<file path="src/rtl/router_out_arbiter.sv">
// Output stage of one router port: round-robin arbitration over head flits,
// wormhole grant lock held until the tail flit, and a small circular FIFO
// driving the outgoing link.
//
// Lock FSM states:
//   state    | meaning
//   ---------+-------------------------------------------------------------
//   UNLOCKED | no packet in flight; head/head+tail flits arbitrate round-robin
//   LOCKED   | packet from grant_o in flight; only that input may send
module router_out_arbiter #(
  parameter int FLIT_WIDTH = 34,
  parameter int N_IN       = 4,
  parameter int FIFO_DEPTH = 2
) (
  input  logic                         clk,
  input  logic                         arst,
  input  logic [N_IN-1:0]              fin_valid_i,
  input  logic [N_IN*FLIT_WIDTH-1:0]   fin_data_i,
  output logic [N_IN-1:0]              fin_ready_o,
  output logic                         fout_valid_o,
  output logic [FLIT_WIDTH-1:0]        fout_data_o,
  input  logic                         fout_ready_i,
  output logic                         lock_o,
  output logic [$clog2(N_IN)-1:0]      grant_o
);

  localparam int IDXW = $clog2(N_IN);
  localparam int PTRW = $clog2(FIFO_DEPTH);
  localparam int CNTW = PTRW + 1;

  localparam logic [IDXW-1:0] LAST_IDX = IDXW'(N_IN - 1);
  localparam logic [CNTW-1:0] DEPTH_C  = CNTW'(FIFO_DEPTH);

  localparam logic [1:0] FT_HEAD     = 2'b00;
  localparam logic [1:0] FT_TAIL     = 2'b10;
  localparam logic [1:0] FT_HEADTAIL = 2'b11;

  typedef enum logic {
    UNLOCKED = 1'b0,
    LOCKED   = 1'b1
  } lock_state_t;

  lock_state_t     state_q, state_d;
  logic [IDXW-1:0] grant_q, grant_d;
  logic [IDXW-1:0] rr_ptr_q, rr_ptr_d;

  logic [FLIT_WIDTH-1:0] in_flit [N_IN];
  logic [1:0]            in_type [N_IN];
  logic [N_IN-1:0]       in_is_head;

  logic [IDXW-1:0]       sel;
  logic                  sel_valid;
  int                    scan_idx;
  logic [IDXW-1:0]       cand;

  logic                  push;
  logic                  pop;
  logic [FLIT_WIDTH-1:0] push_flit;
  logic [1:0]            push_type;

  logic [FLIT_WIDTH-1:0] mem [FIFO_DEPTH];
  logic [PTRW-1:0]       wr_ptr_q, rd_ptr_q;
  logic [CNTW-1:0]       count_q;
  logic                  fifo_full;
  logic                  fifo_empty;

  function automatic logic [IDXW-1:0] next_idx(input logic [IDXW-1:0] i);
    return (i == LAST_IDX) ? '0 : i + IDXW'(1);
  endfunction

  for (genvar g = 0; g < N_IN; g++) begin : g_unpack
    assign in_flit[g]    = fin_data_i[g*FLIT_WIDTH +: FLIT_WIDTH];
    assign in_type[g]    = in_flit[g][FLIT_WIDTH-1 -: 2];
    assign in_is_head[g] = (in_type[g] == FT_HEAD) || (in_type[g] == FT_HEADTAIL);
  end

  // Select the candidate input: the locked input, or the first valid head from rr_ptr onward.
  always_comb begin
    sel       = grant_q;
    sel_valid = 1'b0;
    scan_idx  = 0;
    cand      = '0;
    if (state_q == LOCKED) begin
      sel       = grant_q;
      sel_valid = fin_valid_i[grant_q];
    end else begin
      for (int k = 0; k < N_IN; k++) begin
        scan_idx = int'(rr_ptr_q) + k;
        if (scan_idx >= N_IN) scan_idx = scan_idx - N_IN;
        cand = IDXW'(scan_idx);
        if (!sel_valid && fin_valid_i[cand] && in_is_head[cand]) begin
          sel       = cand;
          sel_valid = 1'b1;
        end
      end
    end
  end

  // A full FIFO refuses the push even if it is being drained this cycle, which keeps
  // fin_ready_o independent of fout_ready_i.
  assign fifo_full  = (count_q == DEPTH_C);
  assign fifo_empty = (count_q == '0);
  assign push       = sel_valid && !fifo_full;
  assign pop        = !fifo_empty && fout_ready_i;
  assign push_flit  = in_flit[sel];
  assign push_type  = in_type[sel];

  // One-hot ready towards the selected input only.
  always_comb begin
    fin_ready_o = '0;
    if (push) fin_ready_o[sel] = 1'b1;
  end

  // Lock FSM next state, grant and round-robin pointer update.
  always_comb begin
    state_d  = state_q;
    grant_d  = grant_q;
    rr_ptr_d = rr_ptr_q;
    case (state_q)
      UNLOCKED: begin
        if (push) begin
          grant_d = sel;
          if (push_type == FT_HEAD) begin
            state_d = LOCKED;
          end else if (push_type == FT_HEADTAIL) begin
            rr_ptr_d = next_idx(sel);
          end
        end
      end
      LOCKED: begin
        // Stray heads from the locked input pass through without touching the lock.
        if (push && (push_type == FT_TAIL)) begin
          state_d  = UNLOCKED;
          rr_ptr_d = next_idx(grant_q);
        end
      end
      default: state_d = UNLOCKED;
    endcase
  end

  // Lock FSM registers.
  always_ff @(posedge clk) begin
    if (arst) begin
      state_q  <= UNLOCKED;
      grant_q  <= '0;
      rr_ptr_q <= '0;
    end else begin
      state_q  <= state_d;
      grant_q  <= grant_d;
      rr_ptr_q <= rr_ptr_d;
    end
  end

  // FIFO pointers and occupancy; resetting them discards any buffered flits.
  always_ff @(posedge clk) begin
    if (arst) begin
      wr_ptr_q <= '0;
      rd_ptr_q <= '0;
      count_q  <= '0;
    end else begin
      if (push) wr_ptr_q <= wr_ptr_q + PTRW'(1);
      if (pop)  rd_ptr_q <= rd_ptr_q + PTRW'(1);
      case ({push, pop})
        2'b10:   count_q <= count_q + CNTW'(1);
        2'b01:   count_q <= count_q - CNTW'(1);
        default: count_q <= count_q;
      endcase
    end
  end

  // FIFO storage; contents are don't-care while the occupancy says empty.
  always_ff @(posedge clk) begin
    if (push) mem[wr_ptr_q] <= push_flit;
  end

  assign fout_valid_o = !fifo_empty;
  assign fout_data_o  = fifo_empty ? '0 : mem[rd_ptr_q];
  assign lock_o       = (state_q == LOCKED);
  assign grant_o      = grant_q;

endmodule
</file>
<file path="config.mk">
export PLATFORM = sky130hd
export DESIGN_NAME = router_out_arbiter
export DESIGN_NICKNAME = d
export VERILOG_FILES = /design/src/rtl/router_out_arbiter.sv
export SDC_FILE = /design/constraint.sdc
export NUM_CORES = 1
export LEC_CHECK = 0
export CAP_MARGIN = 20
export CORE_MARGIN = 1.5
export CORE_UTILIZATION = 45
export DETAILED_ROUTE_END_ITERATION = 6
export HOLD_SLACK_MARGIN = 0.03
export PLACE_DENSITY = 0.86
export SETUP_SLACK_MARGIN = 0.2
export SYNTH_ARGS = -nofsm -noshare
export SYNTH_HDL_FRONTEND = slang
export SYNTH_SLANG_ARGS = --single-unit
</file>
<file path="constraint.sdc">
create_clock -name clk -period 6.7 [get_ports clk]
set_clock_uncertainty 0.15 [all_clocks]
set_input_delay 2.01 -clock clk [delete_from_list [all_inputs] [get_ports clk]]
set_output_delay 2.01 -clock clk [all_outputs]
set_load 0.02 [all_outputs]
</file>
==> impl_metrics.csv, run 1 <==
group,metric,value,unit
critical_path,r2r_end,"mem[0][2]",
placement,placed_area,6907,um2
synth,synthesis.area,4785,um2
floorplan,rows,37,
clocking,clock_latency,0.34,ns
route,drt_iter0_drc,330,
critical_path,criticalPathCategory,"input port to output port",
route,drtAntennaViolNets,0,
timing,setup_ws,0.3520,ns
finish,antennaDiodeCount,0,
min_path,hp-start,"count_q[1]",
critical_path,critPathLaunchType,"input port",
route,drt-total-wl,13780,um
floorplan,die_h,106.1,um
clocking,clkSinkCount,78,
placement,placed_cells,798,
clocking,cts_made_buffers,9,
finish,post-route-util,70.22,%
timing,setup_viol,0,
placement,routabilityCongestion,0.8340,
timing,timing.final.crit_share,94.75,%
critical_path,cp.arrival,4.19,ns
synth,syn_area_per_cell,10.03,um2
finish,stdcell_area,7249,um2
min_path,whs_path_depth,2,
route,remaining_drc_errors,0,
timing,whs,0.3740,ns
min_path,min_to,"count_q[1]",
flow_run,drv_cap,0,
route,viasPerCell,5.384,
synth,syn_nets,626,
min_path,min_path_type,"flip-flop to flip-flop",
route,wl_per_cell,16.78,um
outcome,outcome,"finished, final reports clean",
clocking,cts.clk_slew.worst_paths,0.08,ns
route,drt_first_pass_iters,5,
power_and_ir_drop,p_leak,2.654,nW
timing,max_slew_margin,30.15,%
floorplan,die_w,106.1,um
critical_path,cp.required,4.54,ns
finish,num-nets-final,829,
grt,grt_pass1_vias,4367,
synth,yosys_register_bits,78,
finish,syn_to_final_growth,51.52,%
grt,grt_pass1_wl,21780,um
finish,final_cell_mix,"clkdlybuf4s50_1, nand2_1, edfxtp_1",
critical_path,worstSetupEndpointType,"output port",
timing,fmax,157.5,MHz
synth,yosys_warnings,0,
timing,worstMarginPinSlew,1.048,ns
route,vias,4420,
grt,grt_usage,24.50,%
clocking,cts_tree,"built",
clocking,htreeDepth,3,
critical_path,r2r_start,"rr_ptr_q[0]",
critical_path,r2r_cells,11,
finish,fin_cells,821,
power_and_ir_drop,power.density,513.7,nW/um2
clocking,cts_buffer_depth,2,
synth,synth-edff-count,68,
power_and_ir_drop,p_total,3.724,mW
floorplan,die_area,11260,um2
critical_path,r2r_slack,3.35,ns
clocking,cts_root_buf,"clkbuf_8",
grt,overflow,0,
critical_path,cp_max_fo,6,
placement,pre_cts_ws,-0.4027,ns
synth,synth_cells,477,
finish,drive_above_1_share,15.18,%
placement,place.detailed.hpwl,10260,um
timing,slew_violations,0,
timing,hold_viol_final,0,
clocking,cts_hold_buf,0,
power_and_ir_drop,peakVddDrop,0.0002888,V
floorplan,initial_core_util,46.35,%
grt,grt_max_degree,57,
floorplan,io_pins,185,
timing,fin_tns_setup,0,ns
synth,yosysSeqAreaShare,46.86,%
synth,synth-async-reset-ratio,0,%
finish,layout_commonest_cell,"clkdlybuf4s50_1",
synth,synthFlopType,"edfxtp_1",
synth,synth.distinct_cells,65,
timing,rsz0062_at_grt,"no",
floorplan,core_area,10320,um2
placement,port_buffers,184,
grt,antenna_found_initial,0,
timing,fin_crit,6.348,ns
==> where the power goes <==
group          switching (mW)  internal (mW)
sequential              0.128          0.940
clock                   0.169          0.211
combinational            1.34          0.933
==> state kept, by name, indices dropped and copies added (netlist names), named ones only <==
register  cells
count_q       2
grant_o       2
lock_o        1
mem          68
rd_ptr_q      1
rr_ptr_q      2
wr_ptr_q      1
==> worst max-delay path, stage by stage <==
cell and delay, ns:
dlygate4sd2_1 0.35, nand2b_1 0.16, a211oi_4 0.21, o2111ai_2 0.15, nand3_2 0.13, mux2_4 0.32
o21ai_4 0.16, inv_2 0.08, ha_1 0.22, and2_1 0.14, clkdlybuf4s15_2 0.25
==> routing by layer <==
| metal | share of wire, % | GRT usage [%] |
|---|---|---|
| met5 | 0 | 0 |
| met4 | 1.9 | 8.301 |
| met3 | 7.3 | 5.457 |
| met2 | 51 | 42.72 |
| met1 | 40 | 29.86 |
==> cell families (layout without fill, tap and decap cells) <==
family                     count (synthesis)  after routing  share of synthesized area [%]
muxes                                     43             43                          9.493
AOI/OAI and AO/OA                        108            108                          16.55
xor gates and xnor gates                  12             12                          2.511
and+or+nand+nor                          183            183                          18.38
DFF                                       78             78                          46.86
buffers and inverters                     47            255                          4.628
adders and majority gates                  6              6                          1.569
==> area by class of cell <==
class                      count  area, um2
fill                         771       3074
multi-input combinational    352       2440
sequential                    78       2243
timing repair buffer         226       2127
tap                          136      170.2
clock buffer                   9      123.9
clock inverter                 7      96.34
inverter                      13      48.80
==> timing repair <==
item | in CTS | in global routing
pin swaps | 12 | 9
resized for setup | 36 | 15
endpoints found under the setup margin | 4 | 4
setup buffers | 6 | 1
==> worst max path at each step <==
stage / to / from / cells after the start
6_report: fin_ready_o[3] / fin_valid_i[0] / 11
5_1_grt: fin_ready_o[3] / fin_valid_i[0] / 11
4_1_cts: fin_ready_o[3] / fin_data_i[66] / 12
3_5_place_dp: fin_ready_o[0] / fin_data_i[32] / 11
3_3_place_gp: fin_ready_o[1] / fin_data_i[32] / 11
2_1_floorplan: fin_ready_o[3] / fin_data_i[32] / 11
==> synth_stat cells, types with 3 or more instances <==
master | n | area share [%]
a21oi_1 | 7 | 0.73
o2111ai_1 | 4 | 0.73
mux2_2 | 4 | 0.94
dfxtp_1 | 10 | 4.2
a211oi_1 | 36 | 5.6
o31a_1 | 3 | 0.55
clkbuf_1 | 19 | 1.5
mux2i_1 | 36 | 7.5
nand2_1 | 71 | 5.6
ha_1 | 6 | 1.6
a31oi_1 | 34 | 4.4
nor2_1 | 48 | 3.8
buf_2 | 8 | 0.84
buf_6 | 4 | 0.94
edfxtp_1 | 68 | 43
and2_1 | 33 | 4.3
nand4_1 | 5 | 0.65
xnor2_1 | 8 | 1.5
and2_0 | 6 | 0.78
o21ai_0 | 4 | 0.42
nor2b_1 | 3 | 0.39
inv_1 | 11 | 0.86
Note: power is estimated with default switching activity, not from simulation.
==> run 2: changes to the inputs <==
Settings changed: SETUP_SLACK_MARGIN 0.2 to 0.02, SLEW_MARGIN set to 40.
==> run 2 against run 1 <==
  * Sequential share of layout area about the same
  * Largest power group unchanged
  * Global-route usage down 0.053 points
  * Critical path depth unchanged
  * Critical endpoint unchanged
  * Combinational power about the same
  * Worst hold slack worse by 0.0071 ns
  * Highest routed layer unchanged
  * Worst setup slack worse by 0.25 ns
  * Sequential cell count unchanged
  * Wire length up 0.37%
==> impl_metrics.csv, run 2 (synthesis gave the netlist of run 1 again) <==
group,metric,value,unit
power_and_ir_drop,p_total,3.742,mW
timing,fmax,151.5,MHz
route,viasPerCell,5.449,
timing,slew_violations,0,
grt,use_met1,28.79,%
timing,fin_tns_setup,0,ns
min_path,whs_path_depth,2,
finish,post-route-util,70.34,%
floorplan,die_area,11260,um2
route,wl_per_cell,16.86,um
clocking,htreeDepth,3,
outcome,outcome,"finished, final reports clean",
grt,grt_use_met2,44.19,%
timing,worstMarginPinSlew,0.5919,ns
grt,grt_busiest_layer,"met2",
placement,place.detailed.hpwl,10490,um
floorplan,rows,37,
clocking,clkSinkCount,78,
floorplan,die_w,106.1,um
floorplan,core_area,10320,um2
critical_path,criticalPathCategory,"input port to output port",
route,drt_iter0_drc,332,
grt,antenna_found_initial,0,
floorplan,io_pins,185,
clocking,clock_latency,0.34,ns
timing,whs,0.3669,ns
clocking,cts_root_buf,"clkbuf_8",
critical_path,cp_max_fo,4,
power_and_ir_drop,power.density,515.3,nW/um2
finish,largest-register,"mem",
critical_path,cp.arrival,4.44,ns
placement,placed_area,6939,um2
grt,grt_max_degree,57,
finish,num-nets-final,828,
flow_run,drv_cap,0,
timing,max_slew_margin,60.54,%
placement,placed_cells,800,
timing,setup_viol,0,
power_and_ir_drop,peakVddDrop,0.0003007,V
min_path,min_path_type,"flip-flop to flip-flop",
clocking,cts_made_buffers,9,
grt,overflow,0,
placement,routabilityCongestion,0.8340,
critical_path,worstSetupEndpointType,"output port",
finish,fin_cells,820,
route,remaining_drc_errors,0,
placement,port_buffers,184,
grt,grt_pass1_vias,4466,
power_and_ir_drop,p_leak,2.654,nW
timing,rsz0062_at_grt,"no",
timing,fin_crit,6.599,ns
finish,stdcell_area,7262,um2
grt,grt_pass1_wl,21730,um
critical_path,critPathLaunchType,"input port",
finish,largest_reg_flops,68,
clocking,cts_hold_buf,0,
route,vias,4468,
timing,setup_ws,0.1011,ns
grt,grt_usage,24.45,%
placement,pre_cts_ws,-0.4344,ns
timing,hold_viol_final,0,
clocking,cts_buffer_depth,2,
finish,layout_commonest_cell,"clkdlybuf4s50_1",
route,drt-total-wl,13830,um
critical_path,r2r_cells,11,
finish,antennaDiodeCount,0,
route,drtAntennaViolNets,0,
route,drt_first_pass_iters,4,
finish,drive_above_1_share,13.30,%
grt,grt_use_met3,4.844,%
finish,syn_to_final_growth,51.78,%
floorplan,die_h,106.1,um
finish,final_cell_mix,"clkdlybuf4s50_1, nand2_1, edfxtp_1",
critical_path,cp.required,4.54,ns
clocking,cts.clk_slew.worst_paths,0.07,ns
timing,timing.final.crit_share,98.49,%
clocking,cts_tree,"built",
floorplan,initial_core_util,46.35,%
-- run 2: final cells by class --
| class | instances | area, um2 |
|---|---|---|
| multi-input cells | 352 | 2429 |
| inverters | 13 | 48.80 |
| fillers | 777 | 3062 |
| repair buffers | 225 | 2156 |
| clock buffers | 9 | 123.9 |
| flip-flops and latches | 78 | 2246 |
| well taps | 136 | 170.2 |
| clock inverters | 7 | 88.84 |
-- run 2: worst paths after layout --
check,from,to,slack [ns]
max,fin_data_i[67],fin_ready_o[3],0.10
min,count_q[1],count_q[1],0.37
max reg2reg,rr_ptr_q[0],mem[0][21],3.25
min reg2reg,count_q[1],count_q[1],0.37
-- run 2: power breakdown --
part           switching [mW]  internal [mW]
logic                    1.36          0.949
registers               0.129          0.937
clock network           0.162          0.207
total                    1.65           2.09
-- run 2: metal layers --
metal / wire [um] / share of wire (%) / up-vias
met5: 0 / 0 / -
met4: 247 / 1.8 / 0
met3: 981 / 7.1 / 16
met2: 6969 / 50 / 181
met1: 5630 / 41 / 2111
li1: - / - / 2160
-- run 2: timing repair --
item                                    CTS  global route
resized for setup                        21             6
cloned                                    0             0
pin swaps                                 6             3
endpoints found under the setup margin    4             4
buffers inserted                          2             2
-- run 2: critical path: stages --
cell and delay [ns]:
clkdlybuf4s50_1 0.47, xnor2_2 0.23, nand2_2 0.12, a311oi_1 0.33, nor4_2 0.10, mux2_4 0.30, o21ai_4 0.16, inv_2 0.08
ha_1 0.21, and2_1 0.14, clkdlybuf4s15_1 0.29
==> run 3: changes to the inputs <==
Settings changed: CTS_CLUSTER_DIAMETER set to 60, MAX_ROUTING_LAYER set to met4.
==> run 3 against run 2 <==
  * Clock power decreased by 7.9%
  * Combinational power about the same
  * Final area increased by 0.22%
  * Count of clock-buffer cells in the layout unchanged
  * Sequential power about the same
  * Register-to-register slack improved by 0.05 ns
  * Total power about the same
  * Worst hold slack improved by 0.011 ns
  * First-iteration DRC count decreased by 15%
  * Die area unchanged
  * Final cell count increased by 0.49%
  * Critical path type unchanged
==> impl_metrics.csv, run 3 (synthesis gave the netlist of run 1 again) <==
group,metric,value,unit
timing,fmax,151.1,MHz
timing,setup_viol,0,
critical_path,criticalPathCategory,"input port to output port",
clocking,cts_tree,"built",
floorplan,die_w,106.1,um
grt,grt_pass1_vias,4460,
clocking,cts_root_buf,"clkbuf_8",
floorplan,rows,37,
grt,antenna_found_initial,0,
grt,grt_pass1_wl,21890,um
floorplan,initial_core_util,46.35,%
critical_path,cp_max_fo,4,
placement,place.detailed.hpwl,10590,um
timing,rsz0062_at_grt,"yes",
finish,fin_cells,824,
route,drtAntennaViolNets,0,
critical_path,worstSetupEndpointType,"output port",
finish,drive_above_1_share,13.81,%
timing,max_slew_margin,61.41,%
flow_run,drv_cap,0,
route,remaining_drc_errors,0,
finish,layout_commonest_cell,"clkdlybuf4s50_1",
critical_path,cp.arrival,4.46,ns
floorplan,die_area,11260,um2
outcome,outcome,"finished, final reports clean",
timing,slew_violations,0,
clocking,clock_latency,0.33,ns
timing,hold_viol_final,0,
grt,overflow,0,
route,drt_first_pass_iters,7,
floorplan,core_area,10320,um2
clocking,cts_made_buffers,9,
placement,port_buffers,184,
clocking,cts.clk_slew.worst_paths,0.08,ns
timing,fin_crit,6.617,ns
placement,routabilityCongestion,0.8526,
finish,largest_reg_flops,68,
route,drt_iter0_drc,282,
placement,placed_cells,801,
floorplan,die_h,106.1,um
route,viasPerCell,5.467,
route,drt-total-wl,14180,um
critical_path,r2r_slack,3.30,ns
floorplan,io_pins,185,
finish,syn_to_final_growth,52.12,%
finish,stdcell_area,7278,um2
critical_path,cp.required,4.54,ns
finish,largest-register,"mem",
finish,num-nets-final,832,
grt,grt_usage,25.34,%
clocking,cts_buffer_depth,2,
critical_path,critPathLaunchType,"input port",
clocking,cts_hold_buf,0,
route,wl_per_cell,17.21,um
power_and_ir_drop,p_leak,2.670,nW
finish,antennaDiodeCount,0,
timing,worstMarginPinSlew,0.5788,ns
min_path,min_path_type,"flip-flop to flip-flop",
grt,grt_max_degree,57,
power_and_ir_drop,peakVddDrop,0.0002898,V
clocking,htreeDepth,3,
power_and_ir_drop,power.density,513.7,nW/um2
finish,fillCellCount,794,
timing,timing.final.crit_share,98.76,%
route,vias,4505,
clocking,clkSinkCount,78,
finish,final_cell_mix,"clkdlybuf4s50_1, nand2_1, edfxtp_1",
placement,placed_area,6952,um2
-- run 3: final timing paths --
path                                     start             end  cells after the start
worst max-delay path            fin_data_i[67]  fin_ready_o[2]                     11
worst min-delay path                  rd_ptr_q       flip-flop                      2
worst max register to register     rr_ptr_q[0]       mem[1][1]                     11
worst min register to register        rd_ptr_q       flip-flop                      2
-- run 3: critical path: stages --
cell	delay, ns
clkdlybuf4s50_1	0.47
xnor2_2	0.26
nand2_2	0.12
buf_4	0.17
a221oi_2	0.36
mux2_2	0.26
nor2_4	0.05
buf_4	0.15
ha_1	0.16
and2_1	0.13
dlygate4sd2_1	0.31
-- run 3: final cells by class --
type / instances / area (um2) / share of cell area (%)
Inverter: 13 / 48.80 / 0.6704
Clock buffer: 9 / 123.9 / 1.702
Clock inverter: 7 / 72.57 / 0.9971
Tap cell: 136 / 170.2 / 2.338
Sequential cell: 78 / 2246 / 30.86
Multi-Input combinational cell: 352 / 2401 / 32.99
Timing Repair Buffer: 229 / 2216 / 30.45
-- run 3: timing repair --
action	in CTS	in global routing
pin swaps	3	4
setup endpoints to repair	4	4
resized for setup	15	10
buffers inserted	2	4
hold endpoints to repair	0	0
-- run 3: stage by stage --
step | total power [mW] | TNS [ns] | worst slack (ns) | util, % | hold WS (ns)
after floorplan | 2.517 | 0 | 0.4356 | - | 0.3214
after global placement | 3.262 | -1.258 | -0.3440 | 67.05 | 0.3436
after detailed placement | 3.365 | -1.520 | -0.4161 | 67.34 | 0.3535
after CTS | 3.716 | 0 | 0.03755 | 69.57 | 0.3801
after global routing | 3.993 | -0.002647 | -0.002647 | 70.50 | 0.4136
final | 3.739 | 0 | 0.08285 | 70.50 | 0.3784
-- run 3: where the power goes --
group / internal, mW / switching, mW / total (mW)
logic: 0.966 / 1.36 / 2.33
clock network: 0.173 / 0.167 / 0.340
registers: 0.937 / 0.131 / 1.07
-- run 3: layer usage --
layer	track usage (%)	up-vias	wire, um
met5	-	-	0
met1	29.93	2134	5819
met2	44.29	190	7146
li1	-	2165	-
met3	4.231	16	961
met4	7.722	0	251
==> variant 1 (settings of run 1) <==
Reset style: asynchronous (`arst`), changed in 2 clocked blocks.
--- a/src/rtl/router_out_arbiter.sv
+++ b/src/rtl/router_out_arbiter.sv
@@ -139,7 +139,7 @@
   end
 
   // Lock FSM registers.
-  always_ff @(posedge clk) begin
+  always_ff @(posedge clk or posedge arst) begin
     if (arst) begin
       state_q  <= UNLOCKED;
       grant_q  <= '0;
@@ -152,7 +152,7 @@
   end
 
   // FIFO pointers and occupancy; resetting them discards any buffered flits.
-  always_ff @(posedge clk) begin
+  always_ff @(posedge clk or posedge arst) begin
     if (arst) begin
       wr_ptr_q <= '0;
       rd_ptr_q <= '0;
Check against the original RTL: differs if arst is asserted again (counterexample within 4 cycles, from zero or initial values and one cycle with arst high); with arst held inactive, the same outputs for 4 cycles.
==> variant 1 against run 1 <==
Total power rose by 6.1%; fmax rose by 0.15%; cell area shrank 3.1%; die area decreased by 2.7%; hold slack improved by 0.011 ns; worst setup slack improved by 0.0097 ns; wire length is 4.8% lower; sequential power increased by 9%; synthesized cell count increased by 5.0%; critical endpoint is now fin_ready_o[1]; sequential share of layout area increased by 1.3 points; synthesized area fell by 2.8%; largest cell class unchanged; sequential cell count down 1; non-clock buffer count fell by 11.
==> variant 1: results (changes against run 1) <==
\begin{tabular}{lr}
\hline
Metric & Value \\
\hline
\multicolumn{2}{l}{\textbf{Placed design}} \\
Total cell area at the placement stage & 0.00675 sq mm (-2.3\%) \\
DP Wirelength & 9840 microns (-4.1\%) \\
\multicolumn{2}{l}{\textbf{GRT}} \\
GR met3 Demand/Resource & 4.74\% (-0.72 points) \\
Global router's overall resource usage & 23.7\% (-0.83 points) \\
GR met1 Demand/Resource & 27.3\% (-2.6 points) \\
GRT met2 Usage & 43.5\% (+0.80 points) \\
Wire length of the first global-routing pass & 20800 microns (-4.4\%) \\
Via count of the first global-routing pass & 4360 (-0.16\%) \\
\multicolumn{2}{l}{\textbf{Power and ir drop}} \\
Static leakage & 2.91 nW (+9.5\%) \\
Switching portion of total power & 44.8\% (+0.72 points) \\
Worst vdd ir & 223 uV (-23\%) \\
\multicolumn{2}{l}{\textbf{Worst setup path}} \\
Slowest stage delay, CP & 0.38 ns (+0.03 ns) \\
Biggest fanout along the worst timing path & 7 (+1) \\
Kind of cell with the highest combined delay on the critical path & compound AO/OA/AOI/OAI gates \\
Crit path arrival time & 4.18 ns (about the same) \\
\multicolumn{2}{l}{\textbf{Final layout}} \\
Count of fill cells added during filler insertion & 746 (-3.2\%) \\
Util after Layout & 70.9\% (+0.69 points) \\
\multicolumn{2}{l}{\textbf{Run status}} \\
Run status & complete, no violations \\
\multicolumn{2}{l}{\textbf{Routing}} \\
Per-cell via count in the routed design & 5.37 (-0.25\%) \\
Initial DRC Count & 320 (-3.0\%) \\
Met3 WL post-DR & 1070 microns (+6.2\%) \\
Wire length on met1 & 5160 microns (-6.2\%) \\
Routed len/inst & 15.8 microns (-6.1\%) \\
\multicolumn{2}{l}{\textbf{Yosys}} \\
Register area share after synthesis & 48.7\% (+1.9 points) \\
Share of synthesized registers carrying an async set or reset & 11.7\% (+12 points) \\
Number of distinct library cell variants in the gate-level netlist after synthesis & 51 (-22\%) \\
\hline
\end{tabular}
==> variant 1: power groups by stage <==
stage / registers (mW) / clock network (mW) / logic (mW)
4_1_cts: 1.17 / 0.341 / 2.45
6_report: 1.17 / 0.333 / 2.45
3_3_place_gp: 1.16 / 0 / 2.37
3_5_place_dp: 1.18 / 0 / 2.44
5_1_grt: 1.20 / 0.359 / 2.67
2_1_floorplan: 1.09 / 0 / 1.60
==> variant 1: metrics by stage <==
step	total power, mW	setup slack, ns	std cells
floorplan	2.68	0.353	501
global placement	3.53	-0.330	814
detailed placement	3.62	-0.379	814
CTS	3.96	0.283	831
global route	4.23	0.209	832
finish	3.95	0.362	832
==> variant 1: cell families after synthesis <==
logic type      synth area share [%]
simple gates                    21.8
flops                           48.7
compound gates                  10.8
buf+inv                         4.33
mux                             10.3
xor+xnor                        2.61
fa+ha+maj                       1.35
==> variant 1: path summary, 6_finish.rpt <==
check | startpoint | endpoint | cells past startpoint | slack [ns]
max in group asynchronous | arst | rd_ptr_q | 2 | 4.31
worst max-delay path | fin_data_i[101] | fin_ready_o[1] | 11 | 0.36
worst min-delay path | count_q[1] | count_q[1] | 1 | 0.38
worst min register to register | count_q[1] | count_q[1] | 1 | 0.38
worst max register to register | rr_ptr_q[0] | rr_ptr_q[1] | 10 | 3.40
min in group asynchronous | arst | grant_o[0] | 2 | 1.79
==> variant 1: cell type report <==
cell class,instances,share of cell area [%]
multi-input combinational,376,32.6
sequential,77,32.3
timing repair buffer,215,29.2
tap,133,2.37
clock buffer,9,1.76
clock inverter,6,0.890
inverter,16,0.855
==> variant 1: what timing repair did <==
action                                  CTS  global route
pin swaps                                 1             3
setup buffers                             2             1
gates cloned                              0             0
gates resized for setup                  36             5
endpoints found under the setup margin    4             4
==> variant 2 (config.mk and constraints of run 1) <==
Made on the original files. Set the parameter `FLIT_WIDTH` to 30 (it was 34).
--- a/src/rtl/router_out_arbiter.sv
+++ b/src/rtl/router_out_arbiter.sv
@@ -8,7 +8,7 @@
 //   UNLOCKED | no packet in flight; head/head+tail flits arbitrate round-robin
 //   LOCKED   | packet from grant_o in flight; only that input may send
 module router_out_arbiter #(
-  parameter int FLIT_WIDTH = 34,
+  parameter int FLIT_WIDTH = 30,
   parameter int N_IN       = 4,
   parameter int FIFO_DEPTH = 2
 ) (
Ports: changed (resized fin_data_i and fout_data_o); port bits go from 185 to 165. No check against the original RTL was run, so the function may have changed too.
==> variant 2 against run 1 <==
First-iteration DRC count shrank 52%; via count is 15% lower; register-to-register slack got worse by 0.08 ns; sequential cell count decreased by 8; synthesized area decreased by 13%; wire length is 20% lower; worst setup slack lost 0.058 ns; total power shrank 16%; fmax is 0.90% lower; cell area down 13%; critical path type unchanged; highest routed layer unchanged.
==> variant 2: results (changes against run 1) <==
\begin{tabular}{lr}
\hline
Metric & Value \\
\hline
\multicolumn{2}{l}{\textbf{GRT}} \\
Global router's overall resource usage & 21.5\% (-3.0 points) \\
Pin count of the biggest net entering global routing & 48 (-16\%) \\
GR met3 Demand/Resource & 5.20\% (-0.26 points) \\
GR met1 Demand/Resource & 24.7\% (-5.1 points) \\
\multicolumn{2}{l}{\textbf{Final layout}} \\
Fraction of area in registers & 31.8\% (+0.83 points) \\
Flip-flop count of the largest register after layout & 60 (-12\%) \\
Ratio of cells with drive above 1 in the final layout & 10.4\% (-4.8 points) \\
\# nets final & 698 (-16\%) \\
Multi-input gate area in the final layout & 0.00206 sq mm (-15\%) \\
\multicolumn{2}{l}{\textbf{Yosys}} \\
Post-synthesis adder-cell area fraction & 1.79\% (+0.23 points) \\
Cell types with the largest area share after synthesis & sky130\_fd\_sc\_hd\_\_edfxtp\_1, sky130\_fd\_sc\_hd\_\_mux2i\_1, sky130\_fd\_sc\_hd\_\_a211oi\_1 \\
Gate Count Post-Synth & 399 (-16\%) \\
Number of synthesized flops with an enable pin & 60 (-12\%) \\
Top cells by count, synth & sky130\_fd\_sc\_hd\_\_mux2i\_1, sky130\_fd\_sc\_hd\_\_edfxtp\_1, sky130\_fd\_sc\_hd\_\_nor2\_1 \\
\multicolumn{2}{l}{\textbf{Power and ir drop}} \\
Worst vdd ir & 315 uV (+9.0\%) \\
Switching portion of total power & 41.5\% (-2.5 points) \\
Static leakage & 2.26 nW (-15\%) \\
\multicolumn{2}{l}{\textbf{Routing}} \\
TritonRoute pass-1 iters & 4 (-1) \\
Detailed-route via count & 3747 (-15\%) \\
Routed len/inst & 16.2 microns (-3.7\%) \\
Wire length on met1 & 4350 microns (-21\%) \\
Initial DRC Count & 158 (-52\%) \\
Routed wl met2 & 5720 microns (-18\%) \\
\multicolumn{2}{l}{\textbf{STA}} \\
Final cycle utilization of the critical path & 95.6\% (+0.86 points) \\
\multicolumn{2}{l}{\textbf{Run status}} \\
Run status & complete, no violations \\
\multicolumn{2}{l}{\textbf{Hold path}} \\
Hold EP & rd\_ptr\_q \\
Hold Crit Start & rd\_ptr\_q \\
\multicolumn{2}{l}{\textbf{Placed design}} \\
Final estimated routing congestion in global placement & 0.851 (+2.1\%) \\
\multicolumn{2}{l}{\textbf{Floorplan}} \\
Area of the placeable core & 0.00911 sq mm (-12\%) \\
\hline
\end{tabular}
[variant 2: power groups by stage]
| stage | clock (mW) | sequential [mW] | combinational (mW) |
|---|---|---|---|
| 5_1_grt | 0.435 | 0.962 | 1.93 |
| 3_3_place_gp | 0 | 0.934 | 1.72 |
| 6_report | 0.414 | 0.936 | 1.77 |
| 3_5_place_dp | 0 | 0.946 | 1.76 |
| 2_1_floorplan | 0 | 0.877 | 1.19 |
| 4_1_cts | 0.418 | 0.939 | 1.79 |
[variant 2: critical path: cells and delay by family]
family / cells / cell delay [ns]
buffers and inverters: 3 / 0.82
adders and majority gates: 1 / 0.19
xor gates and xnor gates: 1 / 0.21
and+or+nand+nor: 2 / 0.30
AOI/OAI and AO/OA: 3 / 0.71
[variant 2: what timing repair did]
item	in CTS	in global routing
hold endpoints to repair	0	0
gates resized for setup	18	8
pin swaps	3	5
setup buffers	2	0
setup endpoints to repair	4	4
